--- config.mk ---
export PLATFORM = sky130hd
export DESIGN_NAME = core_wb_arbiter
export DESIGN_NICKNAME = d
export VERILOG_FILES = /design/src/rtl/core_wb_arbiter_pkg.sv /design/src/rtl/core_wb_arbiter_fifo.sv /design/src/rtl/core_wb_arbiter.sv
export SDC_FILE = /design/constraint.sdc
export NUM_CORES = 1
export LEC_CHECK = 0
export ABC_AREA = 1
export CELL_PAD_IN_SITES_DETAIL_PLACEMENT = 1
export CELL_PAD_IN_SITES_GLOBAL_PLACEMENT = 2
export CORE_MARGIN = 5
export CORE_UTILIZATION = 30
export CTS_BUF_LIST = sky130_fd_sc_hd__clkbuf_16
export DETAILED_ROUTE_END_ITERATION = 7
export PLACE_DENSITY_LB_ADDON = 0.1
export SYNTH_ARGS = -nofsm -noshare
export SYNTH_HDL_FRONTEND = slang
export SYNTH_SLANG_ARGS = --single-unit
--- constraint.sdc ---
create_clock -name clk -period 5.5 [get_ports clk]
set_input_delay 1.375 -clock clk [delete_from_list [all_inputs] [get_ports clk]]
set_output_delay 1.375 -clock clk [all_outputs]
set_load 0.03 [all_outputs]
--- src/rtl/core_wb_arbiter_pkg.sv ---
// Shared writeback types: register number, data word, write-port line and
// the queued {rd, value} entry held by each requester FIFO.
package core_wb_arbiter_pkg;

    localparam int REG_W  = 5;
    localparam int WORD_W = 32;

    typedef logic [REG_W-1:0]  reg_num;
    typedef logic [WORD_W-1:0] word;

    // One register-file write port: ready qualifies rd/value.
    typedef struct packed {
        logic   ready;
        reg_num rd;
        word    value;
    } wb_line;

    // Payload stored per FIFO slot.
    typedef struct packed {
        reg_num rd;
        word    value;
    } wb_entry;

    // Hard-wired zero register; writes to it are meaningless.
    localparam reg_num R0 = 5'd0;

    // Default number of writeback producers.
    localparam int WB_SRCS = 4;

    // Quiet port value used at reset, on flush and when nothing is granted.
    localparam wb_line WB_IDLE = '{ready: 1'b0, rd: R0, value: 32'd0};

endpackage

--- src/rtl/core_wb_arbiter_fifo.sv ---
// Per-requester writeback queue: DEPTH slots of {rd, value}, natural pointer
// wrap, count one bit wider than the pointers so full and empty differ.
module core_wb_arbiter_fifo
    import core_wb_arbiter_pkg::*;
#(
    parameter int DEPTH = 2
)(
    input  logic                       clk,
    input  logic                       rst_n,
    input  logic                       flush,
    input  logic                       push,
    input  logic                       pop,
    input  wb_entry                    din,
    output wb_entry                    head,
    output logic [$clog2(DEPTH):0]     count,
    output logic                       full
);

    localparam int PW = $clog2(DEPTH);
    localparam int CW = PW + 1;

    wb_entry         mem_r [DEPTH];
    logic [PW-1:0]   wr_ptr_r;
    logic [PW-1:0]   rd_ptr_r;
    logic [CW-1:0]   count_r;

    // Storage and pointer/count bookkeeping; flush empties the queue.
    always_ff @(posedge clk or negedge rst_n) begin
        if (!rst_n) begin
            for (int i = 0; i < DEPTH; i++) begin
                mem_r[i] <= '0;
            end
            wr_ptr_r <= '0;
            rd_ptr_r <= '0;
            count_r  <= '0;
        end else if (flush) begin
            wr_ptr_r <= '0;
            rd_ptr_r <= '0;
            count_r  <= '0;
        end else begin
            if (push) begin
                mem_r[wr_ptr_r] <= din;
                wr_ptr_r        <= wr_ptr_r + PW'(1);
            end
            if (pop) begin
                rd_ptr_r <= rd_ptr_r + PW'(1);
            end
            count_r <= count_r + CW'(push) - CW'(pop);
        end
    end

    assign head  = mem_r[rd_ptr_r];
    assign count = count_r;
    assign full  = (count_r == CW'(DEPTH));

endmodule

--- src/rtl/core_wb_arbiter.sv ---
// Writeback arbiter: NUM_SRC queued producers share two register-file write
// ports. A round-robin scan grants up to two FIFO heads per cycle and never
// lets both ports target the same register.
module core_wb_arbiter
    import core_wb_arbiter_pkg::*;
#(
    parameter int NUM_SRC = WB_SRCS,
    parameter int DEPTH   = 2
)(
    input  logic               clk,
    input  logic               rst_n,
    input  logic               flush,
    input  logic [NUM_SRC-1:0] src_valid,
    input  reg_num             src_rd    [NUM_SRC],
    input  word                src_value [NUM_SRC],
    output logic [NUM_SRC-1:0] src_ready,
    output wb_line             wr_a,
    output wb_line             wr_b,
    output logic               busy
);

    localparam int SW = $clog2(NUM_SRC);
    localparam int CW = $clog2(DEPTH) + 1;

    wb_entry            head_s  [NUM_SRC];
    logic [CW-1:0]      count_s [NUM_SRC];
    logic [NUM_SRC-1:0] full_s;
    logic [NUM_SRC-1:0] push_s;
    logic [NUM_SRC-1:0] pop_s;
    logic [NUM_SRC-1:0] nonempty_s;

    logic               grant_a_s;
    logic               grant_b_s;
    logic [SW-1:0]      a_idx_s;
    logic [SW-1:0]      b_idx_s;
    logic [SW-1:0]      last_idx_s;

    logic [SW-1:0]      rr_ptr_r;
    wb_line             wr_a_r;
    wb_line             wr_b_r;

    for (genvar g = 0; g < NUM_SRC; g++) begin : g_src
        // Writes to R0 are acknowledged but never stored.
        assign push_s[g]     = src_valid[g] && !full_s[g] && !flush && (src_rd[g] != R0);
        assign nonempty_s[g] = (count_s[g] != CW'(0));
        assign src_ready[g]  = !full_s[g];

        core_wb_arbiter_fifo #(.DEPTH(DEPTH)) u_fifo (
            .clk   (clk),
            .rst_n (rst_n),
            .flush (flush),
            .push  (push_s[g]),
            .pop   (pop_s[g]),
            .din   ('{rd: src_rd[g], value: src_value[g]}),
            .head  (head_s[g]),
            .count (count_s[g]),
            .full  (full_s[g])
        );
    end

    // Round-robin scan from rr_ptr: first non-empty head wins port A, the next
    // one with a different rd wins port B; same-rd heads wait a cycle.
    always_comb begin
        int idx;
        idx       = 0;
        grant_a_s = 1'b0;
        grant_b_s = 1'b0;
        a_idx_s   = '0;
        b_idx_s   = '0;
        for (int k = 0; k < NUM_SRC; k++) begin
            idx = (int'(rr_ptr_r) + k) % NUM_SRC;
            if (nonempty_s[idx]) begin
                if (!grant_a_s) begin
                    grant_a_s = 1'b1;
                    a_idx_s   = SW'(idx);
                end else if (!grant_b_s && (head_s[idx].rd != head_s[a_idx_s].rd)) begin
                    grant_b_s = 1'b1;
                    b_idx_s   = SW'(idx);
                end else begin
                    idx = idx;
                end
            end else begin
                idx = idx;
            end
        end
    end

    // Granted heads pop at the edge their data is registered onto a port.
    always_comb begin
        pop_s = '0;
        for (int i = 0; i < NUM_SRC; i++) begin
            if (!flush && ((grant_a_s && (a_idx_s == SW'(i))) ||
                           (grant_b_s && (b_idx_s == SW'(i))))) begin
                pop_s[i] = 1'b1;
            end else begin
                pop_s[i] = 1'b0;
            end
        end
    end

    // Port B is always later in scan order than port A, so it is the last grant.
    always_comb begin
        if (grant_b_s) begin
            last_idx_s = b_idx_s;
        end else begin
            last_idx_s = a_idx_s;
        end
    end

    // Registered write ports and round-robin pointer; flush keeps the pointer.
    always_ff @(posedge clk or negedge rst_n) begin
        if (!rst_n) begin
            wr_a_r   <= WB_IDLE;
            wr_b_r   <= WB_IDLE;
            rr_ptr_r <= '0;
        end else if (flush) begin
            wr_a_r   <= WB_IDLE;
            wr_b_r   <= WB_IDLE;
        end else begin
            wr_a_r <= grant_a_s ? '{ready: 1'b1, rd: head_s[a_idx_s].rd, value: head_s[a_idx_s].value}
                                : WB_IDLE;
            wr_b_r <= grant_b_s ? '{ready: 1'b1, rd: head_s[b_idx_s].rd, value: head_s[b_idx_s].value}
                                : WB_IDLE;
            if (grant_a_s) begin
                rr_ptr_r <= SW'((int'(last_idx_s) + 1) % NUM_SRC);
            end
        end
    end

    assign wr_a = wr_a_r;
    assign wr_b = wr_b_r;
    assign busy = (|nonempty_s) | wr_a_r.ready | wr_b_r.ready;

endmodule

# Word level (Yosys, flattened, before mapping)
# Cells that the tools add are included.
# Widths: inputs -> output; s select.
[classes]
magnitude_cmp = 24
muxes = 117
n_reduce_logical = 68
n_eq_ne = 13
bitwise_logic = 22
addsub = 20
[ops]
columns = ["op", "count"]
rows = [
  ["$mux 37", 32],
  ["$bmux 37 s2", 8],
  ["$bwmux 74", 4],
  ["$mux 38", 4],
  ["$demux 37 s1", 4],
  ["$ge 32x3->1 const B", 3],
  ["$not 32->32", 3],
  ["$mux 2", 21],
  ["$mux 1", 40],
  ["$logic_and 1x1->1", 30],
  ["$reduce_bool 2->1", 12],
  ["$reduce_bool 5->1", 4],
  ["$eq 2x2->1 const B", 8],
  ["$ge 2x2->1 const B", 8],
  ["$not 1->2", 8],
  ["$ge 3x3->1 const B", 5],
  ["$ne 5x5->1", 3],
  ["$not 2->3", 5],
  ["$lt 3x4->1 const B", 3],
  ["$reduce_and 2->1", 5],
  ["$add 1x1->1 const B", 8],
  ["$add 2x1->2", 4],
  ["$bmux 1 s2", 4],
  ["$lt 2x1->1 const B", 4],
  ["13 further kinds", 34],
]
[totals]
regBits = 390
word_cells = 299

# Depth between registers and ports, before layout
# Gate-level depths: netlist of the first run.
[logic_depth]
word_depth = 29
ltp_mapped = 33
ltp_nobuf = 31

# By module
# From an unflattened synthesis of the first run, not the netlist that was laid out.
[unflattened]
cells_unflattened = 2408
area_unflattened_um2 = 20901.3
[modules_own_cells]
columns = ["module", "seq_area_each_um2", "area_per_inst_um2", "cells_per_inst", "n_inst"]
rows = [
  ["core_wb_arbiter_fifo", 1951.9, 3585.9, 343, 4],
  ["core_wb_arbiter", 1951.9, 6557.5, 1036, 1],
]

# Worst setup path after synthesis of the first run
# Ideal clock, no wire load.
[synth_timing]
kind = "register to register"
startpoint = "register rr_ptr_r[0]"
endpoint = "register g_src[2].u_fifo.count_r[1]"
path_stages_with_launch = 30
arrival_ps = 3829
setup_time_ps = 132
path_slack_ps = 1539
required_ps = 5368
period_less_slack_ps = 3961
cell_sequence = "dfrtp_1 buf_4 nand2_1 nand2_1 nand2_1 nand2_2 inv_1 ha_1 buf_2 inv_1 clkbuf_1 o21ai_0 o21ai_1 inv_1 nand2_1 nand2_1 nor2_1 nand3_1 nand3_1 nand3_1 o21ai_2 nand2_2 buf_2 nand2_1 a21oi_1 ha_1 inv_1 ha_1 xor2_1 nor2_1"
[synth_between]
elab_chain_len = 28
word_cells_on_any_way = 83
classes_between = "add/sub: 4; eq/ne: 5; mux: 60; bitwise: 6; reduce/logical: 8"
[synth_lines]
columns = ["item", "line", "source"]
rows = [
  ["start: declaration", "core_wb_arbiter.sv:38", "logic [SW-1:0] rr_ptr_r;"],
  ["start signal: assignment", "core_wb_arbiter.sv:125", "rr_ptr_r <= SW'((int'(last_idx_s) + 1) % NUM_SRC);"],
  ["$bmux 1 s2", "core_wb_arbiter.sv:72", "if (nonempty_s[idx]) begin"],
  ["$mux 1 (not written as such)", "core_wb_arbiter.sv:72", ""],
  ["$mux 2", "core_wb_arbiter.sv:72", ""],
  ["$not 2->3 (not written as such)", "core_wb_arbiter.sv:76", "end else if (!grant_b_s && (head_s[idx].rd != head_s[a_idx_s].rd)) begin"],
  ["$bmux 37 s2", "core_wb_arbiter.sv:76", ""],
  ["$mux 37 (not written as such) (2 in a row)", "core_wb_arbiter.sv:76", ""],
  ["$ne 5x5->1", "core_wb_arbiter.sv:76", ""],
  ["$mux 1", "core_wb_arbiter.sv:76", ""],
  ["[... 11 more ...]", "n/a", ""],
  ["$mux 2", "core_wb_arbiter.sv:72", ""],
  ["$eq 2x2->1", "core_wb_arbiter.sv:93", "(grant_b_s && (b_idx_s == SW'(i))))) begin"],
  ["$logic_and 1x1->1", "core_wb_arbiter.sv:93", ""],
  ["$logic_or 1x1->1 (*)", "core_wb_arbiter.sv:92", "if (!flush && ((grant_a_s && (a_idx_s == SW'(i))) ||"],
  ["$logic_and 1x1->1 (*)", "core_wb_arbiter.sv:92", ""],
  ["$mux 1 (*)", "core_wb_arbiter.sv:92", ""],
  ["$sub 2x1->2 (*)", "core_wb_arbiter_fifo.sv:48", "count_r <= count_r + CW'(push) - CW'(pop);"],
  ["$mux 2 (*)", "core_wb_arbiter_fifo.sv:36", "end else if (flush) begin"],
  ["end signal: assignment", "core_wb_arbiter_fifo.sv:48", ""],
  ["end: declaration", "core_wb_arbiter_fifo.sv:25", "logic [CW-1:0] count_r;"],
]
# Every way passes the cells marked *; elsewhere a longest branch is shown, timed or not. The select of a mux whose other input is x is not followed.
# A chain may end at the register's enable or synchronous reset.

==> Flow_metrics.wiki, run 1 <==
{| class="wikitable"
! Metric !! Value
|-
| Outcome || completed
|-
| Startpoint of the worst setup timing path || rr_ptr_r[0]
|-
| Path depth of the worst reg2reg path || 30
|-
| Final cycle utilization of the critical path || 93.3%
|-
| End point of the critical path || busy
|-
| Die width || 267 um
|-
| Count of distinct cell types in the synthesized netlist || 45
|-
| Detailed-routing wirelength on met1 || 39700 um
|-
| Post-synthesis cell area || 19800 um2
|-
| Number of clock sinks seen by CTS || 390
|-
| Critical Path Sink Type || primary output
|-
| Worst-case headroom to the max-slew limit || a little under two fifths
|-
| Insertion delay to the later sink of the worst-skew pair || 600 ps
|-
| Register-to-register setup slack || 640 ps
|-
| Starting density of the core || between 30% and 40%
|-
| Commonest cells after routing, fill and taps aside || sky130_fd_sc_hd__nand2_1 (987), sky130_fd_sc_hd__dfrtp_1 (389), sky130_fd_sc_hd__o21ai_0 (330), sky130_fd_sc_hd__inv_1 (256), sky130_fd_sc_hd__clkdlybuf4s50_1 (234)
|-
| Post-CTS repair timing setup buffer count || 0
|-
| Average routed wire per standard cell || 22.9 um
|-
| TritonCTS Buffers || 49
|-
| Area overhead of the layout relative to synthesis || 24.5%
|-
| Number of hold violations in the final report || 0
|-
| First-pass GRT wire length || about 130000 um
|-
| CTS tree || yes
|-
| Number of antenna violations at the first check in global routing || 5
|-
| Core Region || 65600 um2
|-
| Average cell area after synthesis || 7.43 um2
|-
| Overflow left after global routing || 0
|-
| Met3 wirelength from detailed routing || 4120 um
|-
| Detailed router's first-iteration violation count || 1173
|-
| Syn Nets || 2825
|-
| Avg Vias per Cell || 4.94
|-
| Largest net degree at the start of global routing || between 100 and 150
|-
| Max Cap Violations || 0
|-
| Detailed-routed wire length on met2 || 38600 um
|-
| Shortest clock period the worst path allows after layout || 5130 ps
|-
| RR Endpoint || g_src[1].u_fifo.count[1]
|-
| Post-CTS clock slew at the launch and capture registers of the worst setup and hold paths || 60 ps
|-
| Most common cell after layout, fill and taps aside || sky130_fd_sc_hd__nand2_1
|-
| Antenna viol nets, final || 0
|-
| Remaining routing DRC violations || 0
|-
| Detailed Place HPWL || between 60000 and 70000 um
|-
| Fraction of final layout cells sized beyond drive strength 1 || 6.10%
|-
| Number of cells on the worst hold path || 2
|-
| Crit-path max FO || 23
|-
| Number of flip-flops and latches in the synthesized netlist || 390
|-
| Net count, final || 3021
|-
| RSZ-0062 raised after global routing || false
|-
| Kind of path behind the tightest hold check || flop to flop
|-
| Total iterations of the first detailed-routing run || 5
|-
| Total via count after detailed routing || around 19000
|-
| Highest layer used for signal routing || met5
|-
| Number of rows in the core area || 94
|-
| IO buf count || 235
|-
| Arrival time at the worst endpoint || 3760 ps
|-
| Total routed wirelength || 85700 um
|-
| Setup violation total in the final timing report || 0
|-
| Filler cell count || 7956
|-
| Number of standard cells after synthesis || 2661
|-
| Die Y || 267 um
|-
| Maximum level of the CTS H-tree || 2
|-
| Maximum operating frequency || between 150 and 200 MHz
|-
| GRT Util Overall || between 20% and 30%
|-
| Worst reg2reg path startpoint || rr_ptr_r[0]
|-
| Post-route setup TNS || 0 ps
|-
| Critical Setup Path Class || flop to primary output
|-
| Startpoint type of the worst setup path || flop
|-
| Maximum clock skew at final layout || between 20 and 25 ps
|-
| Synth Warn # || 0
|-
| Sequential share of the synthesized area || 49.3%
|-
| Routability Congestion || 0.899
|-
| Tightest Pin Transition || approximately 900 ps
|-
| Number of global-route vias before repair || 19400
|-
| Endpoint required time on the critical path || 4120 ps
|-
| I/O pin cnt || ~240
|-
| Final Slew Violations || 0
|-
| Clock Tree Root || sky130_fd_sc_hd__clkbuf_16
|-
| Max Root-Sink Buffers || 3
|-
| Die area || 71200 um2
|}
==> kinds of logic after synthesis <==
family          count (synthesis)  share of synthesized area, %
xor+xnor                       10                         0.443
flops                         390                          49.3
simple gates                 1374                          28.0
mux                            16                         0.809
compound gates                451                          12.6
buf+inv                       411                          8.29
fa+ha+maj                       9                         0.569
==> how the worst min path moves through the flow <==
stage / from / end / slack, ps
floorplan: g_src[3].u_fifo.mem_r[37] / g_src[3].u_fifo.mem_r[37] / 450
global placement: g_src[0].u_fifo.mem_r[23] / g_src[0].u_fifo.mem_r[23] / 470
detailed placement: g_src[3].u_fifo.mem_r[62] / g_src[3].u_fifo.mem_r[62] / 470
CTS: g_src[0].u_fifo.mem_r[65] / g_src[0].u_fifo.mem_r[65] / 490
global route: g_src[3].u_fifo.mem_r[62] / g_src[3].u_fifo.mem_r[62] / 500
finish: g_src[0].u_fifo.mem_r[26] / g_src[0].u_fifo.mem_r[26] / 480
==> metrics by stage <==
| step | utilization (%) | std cells | setup slack [ps] | cell area (um2) | hold WS (ps) |
|---|---|---|---|---|---|
| finish | 37.5 | 3752 | 368 | 24600 | 481 |
| global route | 37.5 | 3751 | 70.1 | 24600 | 502 |
| detailed placement | 35.3 | 3670 | 361 | 23100 | 473 |
| CTS | 37.5 | 3751 | 338 | 24600 | 487 |
| global placement | 35.3 | 3670 | 514 | 23100 | 466 |
| floorplan | - | 2661 | 1540 | 19800 | 452 |
==> final cells by class <==
class | instances | area [um2] | area share [%]
Sequential cell | 390 | 9760 | 39.6
Inverter | 255 | 966 | 3.92
Clock buffer | 49 | 1230 | 4.98
Tap cell | 864 | 1080 | 4.39
Timing Repair Buffer | 301 | 2930 | 11.9
Multi-Input combinational cell | 1860 | 8420 | 34.2
Clock inverter | 32 | 234 | 0.950
Antenna cell | 1 | 2.50 | 0.0102
==> Yosys cell counts, drive strengths merged <==
master	count	area [um2]
a2111oi	15	131
a21oi	18	93.8
nand3b	2	15.0
ha	9	113
o21bai	2	15.0
buf	67	347
xnor2	5	43.8
o21a	4	30.0
nand2	1006	3840
mux2i	16	160
o221ai	17	149
a211oi	4	30.0
clkinv	4	15.0
dfrtp	390	9760
or2	5	31.3
a221oi	3	26.3
o21ai	345	1740
nor2	168	638
inv	251	945
o211ai	2	15.0
xor2	5	43.8
clkbuf	89	334
nor3	7	35.0
o22ai	40	250
or3	1	6.26
nand4	7	50.1
nand3	175	908
and2	3	18.8
a31oi	1	6.26
==> what timing repair did <==
action | CTS | global route
endpoints found under the setup margin | 0 | 9
resized for setup | 0 | 5
hold buffers | 0 | 0
==> worst max-delay path, stage by stage (launching register included) <==
cell and delay [ps]:
sky130_fd_sc_hd__dfrtp_1 360, sky130_fd_sc_hd__buf_4 290, sky130_fd_sc_hd__nand2_1 250, sky130_fd_sc_hd__nand2_4 290
sky130_fd_sc_hd__nand2_2 160, sky130_fd_sc_hd__nand2_4 140, sky130_fd_sc_hd__nand2_1 150, sky130_fd_sc_hd__nor2_1 170
sky130_fd_sc_hd__inv_1 80, sky130_fd_sc_hd__nor2_1 150, sky130_fd_sc_hd__inv_1 170, sky130_fd_sc_hd__or3_1 340
sky130_fd_sc_hd__clkdlybuf4s50_1 600
==> flip-flops by register name, indices dropped and copies added, names as in the netlist <==
signal and flops:
g_src.u_fifo.mem_r 296, wr_a 38, wr_b 38, g_src.u_fifo.count 8, g_src.u_fifo.rd_ptr_r 4, g_src.u_fifo.wr_ptr_r 4, rr_ptr_r 2
==> metal layers <==
metal / global-route usage, % / vias to the layer above
met1: 32.8 / 9166
li1: - / 8823
met4: 8.13 / 4
met2: 37.4 / 420
met3: 4.34 / 136
met5: 0 / -
Power of run 1 is left out: the tool's default activity adds up to more than one toggle a clock period on the data nets, which glitch-free logic cannot reach.
==> inputs of run 2 (changes only) <==
Settings changed: MAX_ROUTING_LAYER set to met4.
==> Flow_metrics.wiki, run 2 (same netlist as run 1, synthesis figures left out) <==
{| class="wikitable"
! Metric !! Value
|-
| Maximum level of the CTS H-tree || 2 (unchanged)
|-
| Antenna viol nets, final || 0 (unchanged)
|-
| TritonCTS Buffers || 47 (-4.1%)
|-
| Setup violation total in the final timing report || 0 (unchanged)
|-
| Final Slew Violations || 0 (unchanged)
|-
| Number of clock sinks seen by CTS || 390 (unchanged)
|-
| Fraction of final layout cells sized beyond drive strength 1 || 5.89% (-0.21 points)
|-
| Critical Path Sink Type || primary output
|-
| Number of global-route vias before repair || 19500 (+0.37%)
|-
| CTS tree || yes
|-
| Crit path max-delay cell type || sky130_fd_sc_hd__clkdlybuf4s50_1
|-
| Crit-path max FO || 23 (unchanged)
|-
| Total iterations of the first detailed-routing run || 5 (unchanged)
|-
| Filler cell count || 7981 (+0.31%)
|-
| Post-CTS repair timing setup buffer count || 0 (unchanged)
|-
| Crit-path cells || buf_4, nand2_1, nand2_4, nand2_2, nand2_4, nand2_1, nor2_1, inv_1, nor2_1, inv_1, or3_1, clkdlybuf4s50_1
|-
| Maximum clock skew at final layout || 15.9 ps (-6.51 ps)
|-
| Avg Vias per Cell || 4.99 (+1.0%)
|-
| First-pass GRT wire length || 129000 um (+1.5%)
|-
| Outcome || completed
|-
| Insertion delay to the later sink of the worst-skew pair || 600 ps (about the same)
|-
| Detailed router's first-iteration violation count || 1106 (-5.7%)
|-
| Count of hold buffers inserted by post-cts repair || 0 (unchanged)
|-
| Post-CTS clock slew at the launch and capture registers of the worst setup and hold paths || 60 ps (about the same)
|-
| Number of rows in the core area || 94 (unchanged)
|-
| Die area || 71200 um2 (unchanged)
|-
| Endpoint required time on the critical path || 4120 ps (about the same)
|-
| Instance count after placement with tap cells included || 3665 (-0.14%)
|-
| Starting density of the core || 30.1% (unchanged)
|-
| Die width || 267 um (unchanged)
|-
| IO buf count || 235 (unchanged)
|-
| GRT Util Overall || 24.6% (+0.94 points)
|-
| Max Cap Violations || 0 (unchanged)
|-
| Routability Congestion || 0.893 (-0.65%)
|-
| Net count, final || 3014 (-0.23%)
|-
| Final Non-Filler Cells || 3751 (-0.027%)
|-
| RSZ-0062 raised after global routing || false
|-
| Flip-flop count of the largest register after layout || 296 (unchanged)
|-
| Core Region || 65600 um2 (unchanged)
|-
| # diodes || 0 (-1)
|-
| Shortest clock period the worst path allows after layout || 5040 ps (-93.1 ps)
|-
| Critical Setup Path Class || flop to primary output
|-
| Total routed wirelength || 86500 um (+0.90%)
|-
| Tightest Pin Transition || 1090 ps (+174 ps)
|-
| Max Root-Sink Buffers || 3 (unchanged)
|-
| Post-route setup TNS || 0 ps (unchanged)
|-
| Average routed wire per standard cell || 23.1 um (+0.92%)
|-
| Most flop-heavy register || g_src.u_fifo.mem_r
|-
| Total via count after detailed routing || 18700 (+0.98%)
|-
| Final cycle utilization of the critical path || 91.6% (-1.7 points)
|-
| I/O pin cnt || 236 (unchanged)
|-
| Remaining routing DRC violations || 0 (unchanged)
|-
| Detailed Place HPWL || 62900 um (+0.93%)
|-
| Largest net degree at the start of global routing || 144 (+40%)
|-
| Arrival time at the worst endpoint || 3660 ps (-100 ps)
|-
| Startpoint type of the worst setup path || flop
|-
| Commonest cells after routing, fill and taps aside || sky130_fd_sc_hd__nand2_1 (987), sky130_fd_sc_hd__dfrtp_1 (389), sky130_fd_sc_hd__o21ai_0 (330), sky130_fd_sc_hd__inv_1 (256), sky130_fd_sc_hd__clkdlybuf4s50_1 (234)
|-
| Kind of path behind the tightest hold check || flop to flop
|-
| Cts repair resizes || 0 (unchanged)
|-
| Util after Layout || 37.5% (about the same)
|-
| Number of antenna violations at the first check in global routing || 1 (-4)
|-
| Overflow left after global routing || 0 (unchanged)
|-
| Crit-path max cell delay || 600 ps (about the same)
|-
| Maximum operating frequency || 198 MHz (+1.8%)
|-
| Clock Tree Root || sky130_fd_sc_hd__clkbuf_16
|-
| Worst Hold Margin || 482 ps (+1.01 ps)
|-
| Die Y || 267 um (unchanged)
|-
| Most common cell after layout, fill and taps aside || sky130_fd_sc_hd__nand2_1
|-
| Worst-case headroom to the max-slew limit || 27.1% (-11 points)
|-
| Area overhead of the layout relative to synthesis || 24.4% (about the same)
|-
| Number of hold violations in the final report || 0 (unchanged)
|}
## run 2: changes by cell type in the layout (fill, tap and decap cells not counted), moves of 2 or more
| cell | delta |
|---|---|
| sky130_fd_sc_hd__buf_4 | -7 |
| sky130_fd_sc_hd__clkbuf_16 | -2 |
| sky130_fd_sc_hd__clkinv_1 | +5 |
| sky130_fd_sc_hd__clkinvlp_4 | -3 |
## run 2: layout make-up
cell class                 count  area [um2]  area share (%)
tap                          864        1080            4.39
inverter                     255         963            3.91
clock inverter                39         309            1.26
clock buffer                  47        1180            4.78
sequential                   390        9760            39.6
timing repair buffer         296        2910            11.8
multi-input combinational   1860        8420            34.2
## run 2: stage by stage
step | setup WS (ps) | instance area [um2]
4_1_cts | 391 | 24600
6_report | 461 | 24600
3_5_place_dp | 445 | 23100
3_3_place_gp | 722 | 23100
5_1_grt | 77.0 | 24600
2_1_floorplan | 1540 | 19800
## run 2: layer usage
layer,vias up,GRT usage (%),wire length [um]
li1,8823,-,-
met1,9408,34.1,40900
met2,408,39.4,40600
met4,0,5.04,1720
met5,-,-,0
met3,92,2.64,3280
## run 2: critical path: cells and delay by family (launching register included)
kind,cells,cell delay (ps)
flip-flops,1,360
buffers and inverters,4,1110
AND/OR/NAND/NOR,8,1590
## run 2: final timing paths
path | from | endpoint | slack [ps] | depth (start not counted)
min in group asynchronous | rst_n | wr_a[34] | 760 | 1
worst min-delay path | g_src[2].u_fifo.mem_r[10] | g_src[2].u_fifo.mem_r[10] | 480 | 2
worst min register to register | g_src[2].u_fifo.mem_r[10] | g_src[2].u_fifo.mem_r[10] | 480 | 2
max in group asynchronous | rst_n | g_src[0].u_fifo.mem_r[1] | 3460 | 2
worst max-delay path | rr_ptr_r[0] | busy | 460 | 12
worst max register to register | rr_ptr_r[0] | g_src[3].u_fifo.count[1] | 540 | 30
Power of run 2 is left out for the same reason.
==> inputs of run 3 (changes only) <==
Settings changed: CORE_UTILIZATION 30 to 29, CTS_BUF_LIST sky130_fd_sc_hd__clkbuf_16 to unset, CTS_CLUSTER_SIZE set to 30.
Clock period 5.5 ns to 4.6 ns, I/O delays scaled along.
==> Flow_metrics.wiki, run 3 (same netlist as run 1, synthesis figures left out) <==
{| class="wikitable"
! Metric !! Value
|-
| Max Root-Sink Buffers || 3 (unchanged)
|-
| RSZ-0062 raised after global routing || false
|-
| Clock Tree Root || sky130_fd_sc_hd__clkbuf_16
|-
| Number of clock sinks seen by CTS || 390 (unchanged)
|-
| Average routed wire per standard cell || 23.0 um (-0.37%)
|-
| Antenna viol nets, final || 0 (unchanged)
|-
| Total via count after detailed routing || 18800 (+0.32%)
|-
| Die width || 271 um (+1.6%)
|-
| I/O pin cnt || 236 (unchanged)
|-
| Outcome || completed
|-
| Most common cell after layout, fill and taps aside || sky130_fd_sc_hd__nand2_1
|-
| Avg Vias per Cell || 4.94 (-1.2%)
|-
| TritonCTS Buffers || 48 (+2.1%)
|-
| Layer with the highest usage || met2
|-
| Area overhead of the layout relative to synthesis || 27.4%
|-
| Die area || 73500 um2 (+3.3%)
|-
| Total routed wirelength || 87500 um (+1.1%)
|-
| Number of global-route vias before repair || 19700 (+1.2%)
|-
| Worst-case headroom to the max-slew limit || 30.1% (+3.0 points)
|-
| Final cell area excluding filler cells || 25200 um2 (+2.4%)
|-
| Core Region || 67400 um2 (+2.7%)
|-
| Final Slew Violations || 0 (unchanged)
|-
| Final cycle utilization of the critical path || 96.5%
|-
| Final Non-Filler Cells || 3807 (+1.5%)
|-
| Largest net degree at the start of global routing || 99 (-31%)
|-
| Number of rows in the core area || 95 (+1.1%)
|-
| Number of hold violations in the final report || 0 (unchanged)
|-
| Arrival time at the worst endpoint || 3290 ps (-370 ps)
|-
| Flip-flop count of the largest register after layout || 296 (unchanged)
|-
| First-pass GRT wire length || 130000 um (+1.0%)
|-
| Max Cap Violations || 0 (unchanged)
|-
| Post-layout worst setup margin || 162 ps (-299 ps)
|-
| Die Y || 271 um (+1.6%)
|-
| Filler cell count || 8139 (+2.0%)
|-
| Kind of path behind the tightest hold check || flop to flop
|-
| Shortest clock period the worst path allows after layout || 4440 ps
|-
| GR met3 Demand/Resource || 3.82% (+1.2 points)
|-
| Net count, final || 3062 (+1.6%)
|-
| Most flop-heavy register || g_src.u_fifo.mem_r
|-
| Setup slack after placement || 105 ps (-339 ps)
|-
| Maximum clock skew at final layout || 39.8 ps (+23.8 ps)
|-
| Instance count after placement with tap cells included || 3717 (+1.4%)
|-
| GRT Util Overall || 24.0% (-0.60 points)
|-
| Post-route setup TNS || 0 ps (unchanged)
|-
| Overflow left after global routing || 0 (unchanged)
|-
| IO buf count || 235 (unchanged)
|-
| Endpoint required time on the critical path || 3450 ps (-670 ps)
|-
| Detailed router's first-iteration violation count || 1242 (+12%)
|-
| Maximum level of the CTS H-tree || 2 (unchanged)
|-
| Met2 capacity usage during global routing || 36.6% (-2.9 points)
|-
| Count of hold buffers inserted by post-cts repair || 0 (unchanged)
|-
| Starting density of the core || 29.4% (-0.79 points)
|-
| Met1 Track Usage GR || 32.5% (-1.6 points)
|-
| CTS tree || yes
|-
| Setup violation total in the final timing report || 0 (unchanged)
|-
| Commonest cells after routing, fill and taps aside || sky130_fd_sc_hd__nand2_1 (986), sky130_fd_sc_hd__dfrtp_1 (387), sky130_fd_sc_hd__o21ai_0 (330), sky130_fd_sc_hd__inv_1 (243), sky130_fd_sc_hd__clkdlybuf4s50_1 (233)
|-
| Cell area after placement || 23500 um2 (+1.6%)
|-
| Insertion delay to the later sink of the worst-skew pair || 610 ps (about the same)
|-
| Critical Path Sink Type || primary output
|-
| Crit-path max FO || 14 (-39%)
|-
| Total iterations of the first detailed-routing run || 5 (unchanged)
|-
| Startpoint type of the worst setup path || flop
|-
| Maximum operating frequency || ~230 MHz
|-
| Post-CTS clock slew at the launch and capture registers of the worst setup and hold paths || 60 ps (about the same)
|-
| Fraction of final layout cells sized beyond drive strength 1 || 8.19% (+2.3 points)
|-
| Detailed Place HPWL || 63900 um (+1.5%)
|-
| Tightest Pin Transition || 1040 ps (-52.0 ps)
|-
| Remaining routing DRC violations || 0 (unchanged)
|-
| Routability Congestion || 0.904 (+1.2%)
|-
| Number of antenna violations at the first check in global routing || 3 (+2)
|-
| Critical Setup Path Class || flop to primary output
|}
run 3: changes by cell type in the layout (fill, tap and decap cells not counted), moves of 4 or more:
cell	delta
sky130_fd_sc_hd__buf_4	+44
sky130_fd_sc_hd__clkbuf_1	+11
sky130_fd_sc_hd__clkbuf_8	+10
sky130_fd_sc_hd__clkinv_1	-13
sky130_fd_sc_hd__inv_1	-13
sky130_fd_sc_hd__nor2_1	-4
sky130_fd_sc_hd__nor2_2	+4
run 3: final timing paths:
kind	to	cells after the start	slack, ps	startpoint
setup / recovery	busy	13	160	rr_ptr_r[0]
max in group asynchronous	wr_a[18]	2	2870	rst_n
hold / removal	g_src[2].u_fifo.mem_r[33]	2	480	g_src[2].u_fifo.mem_r[33]
setup reg to reg	wr_b[21]	18	280	g_src[0].u_fifo.rd_ptr_r
min in group asynchronous	g_src[2].u_fifo.mem_r[0]	1	660	rst_n
hold reg to reg	g_src[2].u_fifo.mem_r[33]	2	480	g_src[2].u_fifo.mem_r[33]
run 3: area by class of cell:
cell class                      instances  area (um2)  share of cell area (%)
Antenna cell                            2        5.00                  0.0199
Clock buffer                           69        1380                    5.48
Clock inverter                         15         254                    1.01
Inverter                              255         963                    3.82
Multi-Input combinational cell       1860        8460                    33.6
Sequential cell                       390        9760                    38.7
Tap cell                              873        1090                    4.33
Timing Repair Buffer                  342        3280                    13.0
Timing Repair inverter                  1        5.00                  0.0199
run 3: through the flow:
stage	hold slack, ps	utilization, %
after global placement	466	34.8
after floorplan	452	-
final	483	37.4
after CTS	487	37.3
after detailed placement	473	34.8
after global routing	495	37.4
run 3: layer usage:
layer | wire (um) | up-vias
li1 | - | 8921
met1 | 40400 | 9241
met2 | 38900 | 488
met3 | 4480 | 141
met4 | 3700 | 0
met5 | 0 | -
run 3: what timing repair did:
| item | in CTS | in global routing |
|---|---|---|
| gates cloned | 0 | 1 |
| pin swaps | 1 | 0 |
| endpoints found under the setup margin | 1 | 47 |
| gates resized for setup | 4 | 14 |
| buffers inserted | 2 | 1 |
run 3: critical path: stages (launching register included):
cell	delay, ps
sky130_fd_sc_hd__dfrtp_2	470
sky130_fd_sc_hd__inv_2	100
sky130_fd_sc_hd__buf_6	190
sky130_fd_sc_hd__nand2_2	180
sky130_fd_sc_hd__nand2_8	160
sky130_fd_sc_hd__nand2_2	120
sky130_fd_sc_hd__nand2_4	110
sky130_fd_sc_hd__nand2_1	120
sky130_fd_sc_hd__nor2_1	140
sky130_fd_sc_hd__inv_1	80
sky130_fd_sc_hd__nor2_2	160
sky130_fd_sc_hd__inv_1	120
sky130_fd_sc_hd__or3_1	380
sky130_fd_sc_hd__clkdlybuf4s15_1	370
Power of run 3 is left out for the same reason.
==> variant: new RTL, flow settings as in run 1 <==
Reset style: synchronous (`rst_n`), changed in 2 clocked blocks.
--- a/src/rtl/core_wb_arbiter_fifo.sv
+++ b/src/rtl/core_wb_arbiter_fifo.sv
@@ -26,5 +26,5 @@
 
     // Storage and pointer/count bookkeeping; flush empties the queue.
-    always_ff @(posedge clk or negedge rst_n) begin
+    always_ff @(posedge clk) begin
         if (!rst_n) begin
             for (int i = 0; i < DEPTH; i++) begin
--- a/src/rtl/core_wb_arbiter.sv
+++ b/src/rtl/core_wb_arbiter.sv
@@ -109,5 +109,5 @@
 
     // Registered write ports and round-robin pointer; flush keeps the pointer.
-    always_ff @(posedge clk or negedge rst_n) begin
+    always_ff @(posedge clk) begin
         if (!rst_n) begin
             wr_a_r   <= WB_IDLE;
Behaviour: not the same (a bounded check fails within 4 cycles, from zero or initial values and one cycle with rst_n low; the reset may be asserted at any time).
==> variant against run 1 <==
- count of clock-buffer cells in the layout is 1 lower
- critical path depth is 1 lower
- via count is 14% lower
- synthesized area is 2.3% lower
- wire length is 10% lower
- sequential cell count is 4 higher
- hold slack better by 8.0 ps
- worst setup slack better by 110 ps
- final area is 1.8% lower
- largest cell class unchanged
==> variant: results (changes against run 1) <==
inverters = 251 (-1.6%)
wire length per cell = 23.7 µm (+3.6%)
Seq/Total Area, Yosys = 56.1% (+6.8 points)
Worst-Margin Slew = 1060 ps (+145 ps)
initial drt markers = 867 (-26%)
Final #Nets = 2521 (-17%)
met1 WL = 30200 µm (-24%)
syn_nets = 2303 (-18%)
first-pass GRT wire length = 112000 µm (-12%)
bufs w/o clock = 290 (-3.7%)
most used flip-flop cell after synthesis = edfxtp_1
Placed Area = 22700 µm² (-2.0%)
# Taps = 855 (-1.0%)
Post-synth top cells = 376 x nor2_1, 328 x nand2_1, 296 x edfxtp_1
Setup crit start = rr_ptr_r[0]
layout clock buffer count = 48 (-2.0%)
dpl cells = 3164 (-14%)
Synth Area in Compound Gates = 4.43% (-8.1 points)
reg-to-reg critical path endpoint = g_src[0].u_fifo.count[1]
cts repair resizes = 2 (+2)
outcome = finished clean
buffering overhead = 11.8% (-0.14 points)
highest routed layer = met4
Worst R2R Setup Slack = 720 ps (+80 ps)
global routing usage on met2 = 39.8% (+2.4 points)
skew final = 35.4 ps (+13.0 ps)
Post-synth EDFFs = 296 (+296)
clk tree area frac = 6.09% (+0.16 points)
worst r2r path cells = 21 (-30%)
XOR/XNOR Fraction of Synth Area = 0.227% (-0.22 points)
Crit path largest cell delay = 500 ps (-100 ps)
met2 wire len = 40700 µm (+5.5%)
sequential share of cell area = 44.9% (+5.3 points)
DR vias = 15900 (-14%)
worst slack, placed = 400 ps (+39.2 ps)
final instance area = 24200 µm² (-1.8%)
met1 GRT Util = 24.9% (-7.9 points)
diodes inserted = 0 (-1)
initial antenna violation count = 1 (-4)
GPL Wtd Cong = 0.931 (+3.6%)
largest cells by area after synthesis = edfxtp_1 46%, dfxtp_1 10%, nor2_1 7.3%, mux2i_1 6.7%, nand2_1 6.4%
Non-Filler Instances = 3250 (-13%)
largest net degree at the start of global routing = 75 (-27%)
Multi-input comb cells = 1374 (-26%)
Synth Area in Adders = 0.583% (+0.013 points)
layout cells sized above 1 = 7.35% (+1.3 points)
crit path DAT = 3650 ps (-110 ps)
fraction of area in multi-input gates = 28.9% (-5.3 points)
period utilization = 91.4% (-1.9 points)
CTS Buf Count = 46 (-6.1%)
Seq cells post-synth = 394 (+1.0%)
hold path start = g_src[0].u_fifo.wr_ptr_r
Tot GR Track Use = 21.4% (-2.3 points)
DP HPWL = 55700 µm (-11%)
## variant: where the power goes
part	internal (W)	total, W	leakage (nW)	switching (W)
clock	0.00169	0.00300	0.769	0.00131
sequential	0.00367	0.00394	3.88	0.000267
combinational	0.00299	0.0101	5.25	0.00708
## variant: logic make-up after synthesis
group           count (synthesis)
xor+xnor                        5
fa+ha+maj                       9
simple gates                 1085
compound gates                146
buf+inv                       371
mux                           129
flops                         394
## variant: how the worst min path moves through the flow
stage / endpoint / slack (ps) / depth (start not counted)
6_report: g_src[0].u_fifo.wr_ptr_r / 490 / 2
5_1_grt: g_src[1].u_fifo.wr_ptr_r / 520 / 2
4_1_cts: g_src[1].u_fifo.wr_ptr_r / 490 / 2
3_5_place_dp: g_src[1].u_fifo.wr_ptr_r / 480 / 2
3_3_place_gp: g_src[0].u_fifo.wr_ptr_r / 460 / 2
2_1_floorplan: g_src[0].u_fifo.wr_ptr_r / 450 / 2
